[src/rtl/turn_control.sv]
// Per-player turn controller: mouse clicks queue a turn, and each movement tick applies one queued turn.
// Optional TURN_QUEUE_EN: 2-entry turn FIFO per player (default: 1 entry, newest click wins).
module turn_control #(
    parameter int NUM_PLAYERS = 2,
    parameter int TICK_CYCLES = 8_125_000
) (
    input  logic                                                    clk,
    input  logic                                                    rst_n,
    input  logic                                                    mouse_right,
    input  logic                                                    mouse_left,
    input  logic                                                    sel_valid,
    input  logic [((NUM_PLAYERS > 1) ? $clog2(NUM_PLAYERS) : 1)-1:0] player_sel,
    output logic [3*NUM_PLAYERS-1:0]                                direction,
    output logic                                                    tick,
    output logic [NUM_PLAYERS-1:0]                                  dir_changed
);

    localparam int            CW     = (TICK_CYCLES > 1) ? $clog2(TICK_CYCLES) : 1;
    localparam logic [CW-1:0] C_LAST = CW'(TICK_CYCLES - 1);
    localparam logic [CW-1:0] C_ONE  = CW'(1);
`ifdef TURN_QUEUE_EN
    localparam int QD = 2;
`else
    localparam int QD = 1;
`endif

    localparam logic [2:0] D_WAIT  = 3'd0;
    localparam logic [2:0] D_RIGHT = 3'd1;
    localparam logic [2:0] D_DOWN  = 3'd2;
    localparam logic [2:0] D_LEFT  = 3'd3;
    localparam logic [2:0] D_UP    = 3'd4;

    logic [CW-1:0]            r_count;
    logic                     r_mr;
    logic                     r_ml;
    logic [3*NUM_PLAYERS-1:0] r_dir;
    logic [2*NUM_PLAYERS-1:0] r_qcnt;
    logic [NUM_PLAYERS-1:0]   r_qhead;
    logic [NUM_PLAYERS-1:0]   r_qtail;
    logic                     r_tick;
    logic [NUM_PLAYERS-1:0]   r_chg;

    logic                     w_tick_cond;
    logic                     w_click_r;
    logic                     w_click_l;
    logic                     w_sel_ok;
    logic                     w_click_valid;
    logic [3*NUM_PLAYERS-1:0] w_dir_nxt;
    logic [2*NUM_PLAYERS-1:0] w_qcnt_nxt;
    logic [NUM_PLAYERS-1:0]   w_qhead_nxt;
    logic [NUM_PLAYERS-1:0]   w_qtail_nxt;
    logic [NUM_PLAYERS-1:0]   w_chg;

    // Queue entries store the turn sense only: 1 = clockwise, 0 = counter-clockwise.
    function automatic logic [2:0] f_turn(input logic [2:0] d, input logic right);
        logic [2:0] n;
        case (d)
            D_WAIT:  n = right ? D_RIGHT : D_LEFT;
            D_RIGHT: n = right ? D_DOWN  : D_UP;
            D_DOWN:  n = right ? D_LEFT  : D_RIGHT;
            D_LEFT:  n = right ? D_UP    : D_DOWN;
            D_UP:    n = right ? D_RIGHT : D_LEFT;
            default: n = D_WAIT;
        endcase
        return n;
    endfunction

    assign w_tick_cond   = (r_count == C_LAST);
    assign w_click_r     = mouse_right & ~r_mr;
    assign w_click_l     = mouse_left & ~r_ml;
    assign w_sel_ok      = (int'(player_sel) < NUM_PLAYERS);
    // Simultaneous right and left clicks cancel each other out.
    assign w_click_valid = (w_click_r ^ w_click_l) & sel_valid & w_sel_ok;

    always_comb begin : p_next
        logic [2:0] v_cur;
        logic [2:0] v_new;
        logic [1:0] v_cnt;
        logic       v_head;
        logic       v_tail;
        logic       v_push;
        w_dir_nxt   = r_dir;
        w_qcnt_nxt  = r_qcnt;
        w_qhead_nxt = r_qhead;
        w_qtail_nxt = r_qtail;
        w_chg       = '0;
        for (int p = 0; p < NUM_PLAYERS; p++) begin
            v_cur  = r_dir[3*p +: 3];
            v_new  = v_cur;
            v_cnt  = r_qcnt[2*p +: 2];
            v_head = r_qhead[p];
            v_tail = r_qtail[p];
            v_push = w_click_valid && (int'(player_sel) == p);
            if (w_tick_cond) begin
                if (!sel_valid) begin
                    v_new = D_WAIT;
                    v_cnt = 2'd0;
                end else if (v_cnt != 2'd0) begin
                    v_new  = f_turn(v_cur, v_head);
                    v_head = v_tail;
                    v_cnt  = v_cnt - 2'd1;
                end else if (v_cur > D_UP) begin
                    v_new = D_WAIT;
                end
                w_chg[p] = (v_new != v_cur);
            end
            // Push after the pop so a click in the tick cycle lands on the next tick.
            if (v_push) begin
                if (v_cnt == 2'd0) begin
                    v_head = w_click_r;
                    v_cnt  = 2'd1;
                end else if (QD == 1) begin
                    v_head = w_click_r;
                end else if (v_cnt == 2'd1) begin
                    v_tail = w_click_r;
                    v_cnt  = 2'd2;
                end
            end
            w_dir_nxt[3*p +: 3]  = v_new;
            w_qcnt_nxt[2*p +: 2] = v_cnt;
            w_qhead_nxt[p]       = v_head;
            w_qtail_nxt[p]       = v_tail;
        end
    end

    always_ff @(posedge clk or negedge rst_n) begin
        if (!rst_n) begin
            r_count <= '0;
            r_mr    <= 1'b0;
            r_ml    <= 1'b0;
            r_dir   <= '0;
            r_qcnt  <= '0;
            r_qhead <= '0;
            r_qtail <= '0;
            r_tick  <= 1'b0;
            r_chg   <= '0;
        end else begin
            r_count <= w_tick_cond ? '0 : r_count + C_ONE;
            r_mr    <= mouse_right;
            r_ml    <= mouse_left;
            r_dir   <= w_dir_nxt;
            r_qcnt  <= w_qcnt_nxt;
            r_qhead <= w_qhead_nxt;
            r_qtail <= w_qtail_nxt;
            r_tick  <= w_tick_cond;
            r_chg   <= w_chg;
        end
    end

    assign direction   = r_dir;
    assign tick        = r_tick;
    assign dir_changed = r_chg;

endmodule
[config.mk]
export PLATFORM = sky130hd
export DESIGN_NAME = turn_control
export DESIGN_NICKNAME = d
export VERILOG_FILES = /design/src/rtl/turn_control.sv
export SDC_FILE = /design/constraint.sdc
export NUM_CORES = 1
export LEC_CHECK = 0
export BUFFER_PORTS_ARGS = -buffer_cell sky130_fd_sc_hd__buf_2
export CAP_MARGIN = 15
export CORE_MARGIN = 4
export CORE_UTILIZATION = 48
export DETAILED_ROUTE_END_ITERATION = 6
export PLACE_DENSITY_LB_ADDON = 0.05
export SKIP_LAST_GASP = 1
export SLEW_MARGIN = 20
export SYNTH_ARGS = -nofsm -noshare
export SYNTH_HDL_FRONTEND = slang
export SYNTH_SLANG_ARGS = --single-unit
[constraint.sdc]
create_clock -name clk -period 3.4 [get_ports clk]
set_input_delay 0.17 -clock clk [delete_from_list [all_inputs] [get_ports clk]]
set_output_delay 0.17 -clock clk [all_outputs]
set_load 0.1 [all_outputs]
; ---- Word level (Yosys, flattened, before mapping)
; Cells that the tools add are included.
[op_classes]
add_sub_neg = 3
n_mul = 0
n_div = 0
magnitude_cmp = 2
n_eq_ne = 11
n_shift = 0
n_mux = 39
bitwise_logic = 7
reduce_logical = 18
[op_table]
columns = cell, n
row1 = $mux W3, 12
row2 = $mux W2, 14
row3 = $pmux W3 S4, 2
row4 = $add A23 B1 Y23 const B, 1
row5 = $eq A23 B23 Y1 const B, 1
row6 = $mux W23, 1
row7 = $reduce_bool A2 Y1, 8
row8 = $eq A3 B2 Y1 const B, 4
row9 = $mux W1, 10
row10 = $eq A3 B1 Y1 const B, 2
row11 = $eq A3 B3 Y1 const B, 2
row12 = $gt A3 B3 Y1 const B, 2
row13 = $logic_not A3 Y1, 2
row14 = $ne A3 B3 Y1, 2
row15 = $reduce_and A3 Y1, 2
row16 = $logic_not A2 Y1, 2
row17 = $reduce_or A2 Y1, 2
row18 = $sub A2 B1 Y2 const B, 2
row19 = $and A1 B1 Y1, 3
row20 = $not A1 Y1, 3
row21 = $logic_and A1 B1 Y1, 2
row22 = $xor A1 B1 Y1, 1
[totals]
reg_bits = 40
latchBits = 0
mem_bits_rw = 0
rom_bits = 0
input_bits = 6
word_cells = 89
n_memories = 0

; ---- Longest topological paths before layout
[depth]
ltp_word = 8
mapped_depth = 8
depth_no_buf = 7

; ---- Worst setup path after synthesis
; Ideal clock, no wire load.
[synth_timing]
path_kind = register to register
start = register r_dir[0], in the netlist direction[0]
end = register r_dir[2], in the netlist direction[2]
setup_time_ns = 0.096
arrival_time_ns = 1.821
setup_slack_ns = 1.483
path_stages_with_launch = 6
n_path_buf = 1
period_less_slack_ns = 1.917
cell_sequence = dfrtp_1 clkbuf_1 nor2b_1 nor3b_1 a31oi_1 o31ai_1
[synth_between]
elab_chain_len = 6
[synth_lines]
columns = item, line_no
row1 = "start, declared", 36  ; logic [3*NUM_PLAYERS-1:0] r_dir;
row2 = "start signal, assigned", 141  ; r_dir <= w_dir_nxt;
row3 = $eq A3 B3 Y1 / $logic_not A3 Y1 (equally long branches), 57  ; case (d)
row4 = $reduce_or A2 Y1 (no line), -
row5 = $pmux W3 S4, 57
row6 = $mux W3 *, 98  ; end else if (v_cnt != 2'd0) begin
row7 = $mux W3 *, 95  ; if (!sel_valid) begin
row8 = $mux W3 *, 94  ; if (w_tick_cond) begin
; Mark *: on every way between the ends. The rest lies on a longest branch, timed or not. The select of a mux whose other input is x is not followed.
; A chain may end at the register's enable or synchronous reset.

; ---- Final worst setup path
[layout_timing]
start = register r_count[15]
end = register r_dir[3], in the netlist direction[3]
[layout_between]
elab_chain_len = 1
[layout_lines]
columns = item, line_no
row1 = "start, declared", 33  ; logic [CW-1:0] r_count;
row2 = "start signal, assigned", 138  ; r_count <= w_tick_cond ? '0 : r_count + C_ONE;
row3 = $eq A23 B23 Y1, 68  ; assign w_tick_cond = (r_count == C_LAST);
; No other way between the ends.

==> qor.txt <==
via count - 1548
DRT Wirelength - 3950 um
Internal - 0.652 mW
RSZ-0062 raised after global routing - false
area delta synth->final - 9.85%
period utilisation layout - 0.738
Data arrival, critical path - 2.71 ns
CTS tree - done
Avg Inst Size Synth - 9.70 um^2
Max transition margin - 0.394
Clk Latency, worst-skew pair - 0.29 ns
Clock power frac - 0.387
Tightest Hold Check Type - input pin to async pin
TritonCTS buffer count - 5
crit start category - register
Final setup viols - 0
First-pass DRT Iterations - 4
synthesized flop and latch total - 40
cell area after placement - 2090 um^2
count of input and output buffers - 14
met1 usage - 0.230
top post-synthesis cells by area - dfrtp_1 50%, xor2_1 6.5%, nand3_1 4.7%
Final Skew - 0.00797 ns
first-pass GRT wire length - 6760 um
Max-Cap Viols - 0
Post-Syn Instances - 207
pwr/cell area - 382 nW/um^2
clk root buf - clkbuf_8
CTS Sinks - 40
setup bufs post-CTS - 0
Detail Placement HPWL - 2710 um
Post-Route Setup TNS - 0 ns
final hold violation count - 4
DIE AREA - 5280 um^2
hold buffer count at CTS - 2
dpl cells - 262
layout cell share with drive strength beyond 1 - 0.117
Comb power frac - 0.039
Final #Nets - 228
gpl congestion - 0.812
Post-Layout Cell Count - 272
share of the synthesized area in the top cell type - 0.499
final instance area - 2200 um^2
Net Sw Power - 0.190 mW
Sw Ratio - 0.226
vias in the first global route - 1464
initial antenna violation count - 0
CTS resizes - 0
f_max - 398 MHz
Top Usage Layer GRT - met2
required time of the critical path - 3.60 ns
starting density of the core - 0.498
largest area contributor in the synthesized netlist - dfrtp_1
sequential share of power - 0.573
failing checks - hold timing
htree depth - 2
Pleak - 0.961 nW
Worst Tran Pin Value - 0.901 ns
grt met2 use - 0.243
Slew Viols, Final - 0
Placeable Area - 4030 um^2
Post-Syn Nets - 214
Die Height - 72.7 um
Ant. Diodes - 0
met3 usage in global routing - 0.0331
row count - 23
die width - 72.7 um
routed wire length per instance - 14.5 um
yosys warns - 0
Final Critical Period - 2.51 ns
Distinct cells, synth - 38
All-Layer GR Usage - 0.162
Vias/cell - 5.69
clock transition at the registers of the reported paths - 0.08 ns
Hold WS - -0.00570 ns
grt total ovfl - 0
status - complete, but fails checks
Antenna Nets Post-Route - 0
largest net degree at the start of global routing - 41
area of the mapped netlist - 2010 um^2
maximum vdd ir drop - 0.237 mV
DR iter-0 viols - 124
Worst setup EP type - register
DRC violations left - 0
CP Max Fanout - 20
Max clock buf depth - 2
register area share after synthesis - 0.499
I/O pin total - 15
WS Path Type - register to register
==> cells in the mapped netlist, drive strengths merged <==
library cell	count
a311oi	2
nor4	6
a21boi	2
clkbuf	6
nand4b	1
o31ai	4
a2bb2oi	2
a21oi	2
a211oi	1
or2	1
a31oi	2
nand4bb	1
a211o	3
o21ai	11
nand3	19
o22a	1
nand2	20
and2	1
buf	4
nand3b	1
xor2	15
nor2	23
o2bb2ai	1
nor2b	5
nor4b	1
nor3b	3
and3	2
clkinv	1
o211ai	2
dfrtp	40
xnor2	7
ha	1
or4	1
nand4	5
nand2b	4
nor3	4
inv	2
==> area by class of cell <==
cell class	count	area [um^2]
Inverter	3	11.3
Timing Repair Buffer	17	97.6
Fill cell	385	1820
Sequential cell	40	1000
Tap cell	50	62.6
Clock buffer	6	82.6
Multi-Input combinational cell	154	940
Clock inverter	2	10.0
==> cells by family after synthesis <==
group	count (synthesis)	synth area share
adder cells (fa/ha/maj)	1	0.00623
XOR/XNOR	22	0.0960
AO/OA/AOI/OAI	33	0.120
buffers and inverters	13	0.0330
flip-flops	40	0.499
AND/OR/NAND/NOR	98	0.246
==> registers in the layout, indices dropped and copies added (netlist names) <==
register     count
r_ml             1
tick             1
r_count         23
r_qcnt           4
r_qhead          2
r_mr             1
direction        6
dir_changed      2
==> stage by stage <==
step	setup WS [ns]	power, mW	hold WS [ns]	util
after floorplan	1.48	0.509	-0.126	-
after global placement	1.02	0.523	0.293	0.519
after detailed placement	0.909	0.525	0.297	0.519
after CTS	0.879	0.859	0.0282	0.547
after global routing	0.679	0.883	0.0701	0.547
final	0.890	0.843	-0.00570	0.547
==> cell usage in the layout (no fill, tap or decap), drive strengths merged, types with 3 or more instances in the layout <==
cell	n
o21ai	11
xnor2	7
buf	15
xor2	15
clkinv	3
nor2b	5
clkbuf	6
nor4	6
nor2	23
dfrtp	40
nand3	19
nand2	20
nor3	4
nand2b	4
nand4	5
o31ai	4
a211o	3
nor3b	3
==> per-layer routing <==
metal / vias to the layer above / wire [um]
met5: - / 0
met4: 0 / 13
met3: 2 / 139
met2: 21 / 1800
met1: 765 / 2000
li1: 760 / -
==> path summary, 6_finish.rpt <==
check	start	end	slack (ns)	cells past startpoint
worst max-delay path	r_count[15]	direction[3]	0.89	7
worst min-delay path	rst_n	dir_changed[0]	-0.006	1
worst max register to register	r_count[15]	direction[3]	0.89	7
worst min register to register	r_count[0]	r_count[0]	0.49	1
max in group asynchronous	rst_n	r_ml	2.84	1
min in group clk	sel_valid	direction[1]	0.26	3
==> power groups by stage <==
stage | Clock [mW] | Sequential (mW) | Combinational (mW)
after floorplan | 0 | 0.489 | 0.0195
after global placement | 0 | 0.492 | 0.0310
after detailed placement | 0 | 0.492 | 0.0321
after CTS | 0.342 | 0.483 | 0.0340
after global routing | 0.361 | 0.484 | 0.0378
final | 0.326 | 0.483 | 0.0331
==> worst max-delay path, cell delays in order (launching register included) <==
cell,delay (ns)
dfrtp_1,0.44
nand4_1,0.18
or4_1,0.52
or2_1,0.51
clkinv_1,0.26
buf_4,0.22
nand2_1,0.11
o21ai_0,0.18
(Power assumes the default switching activity.)
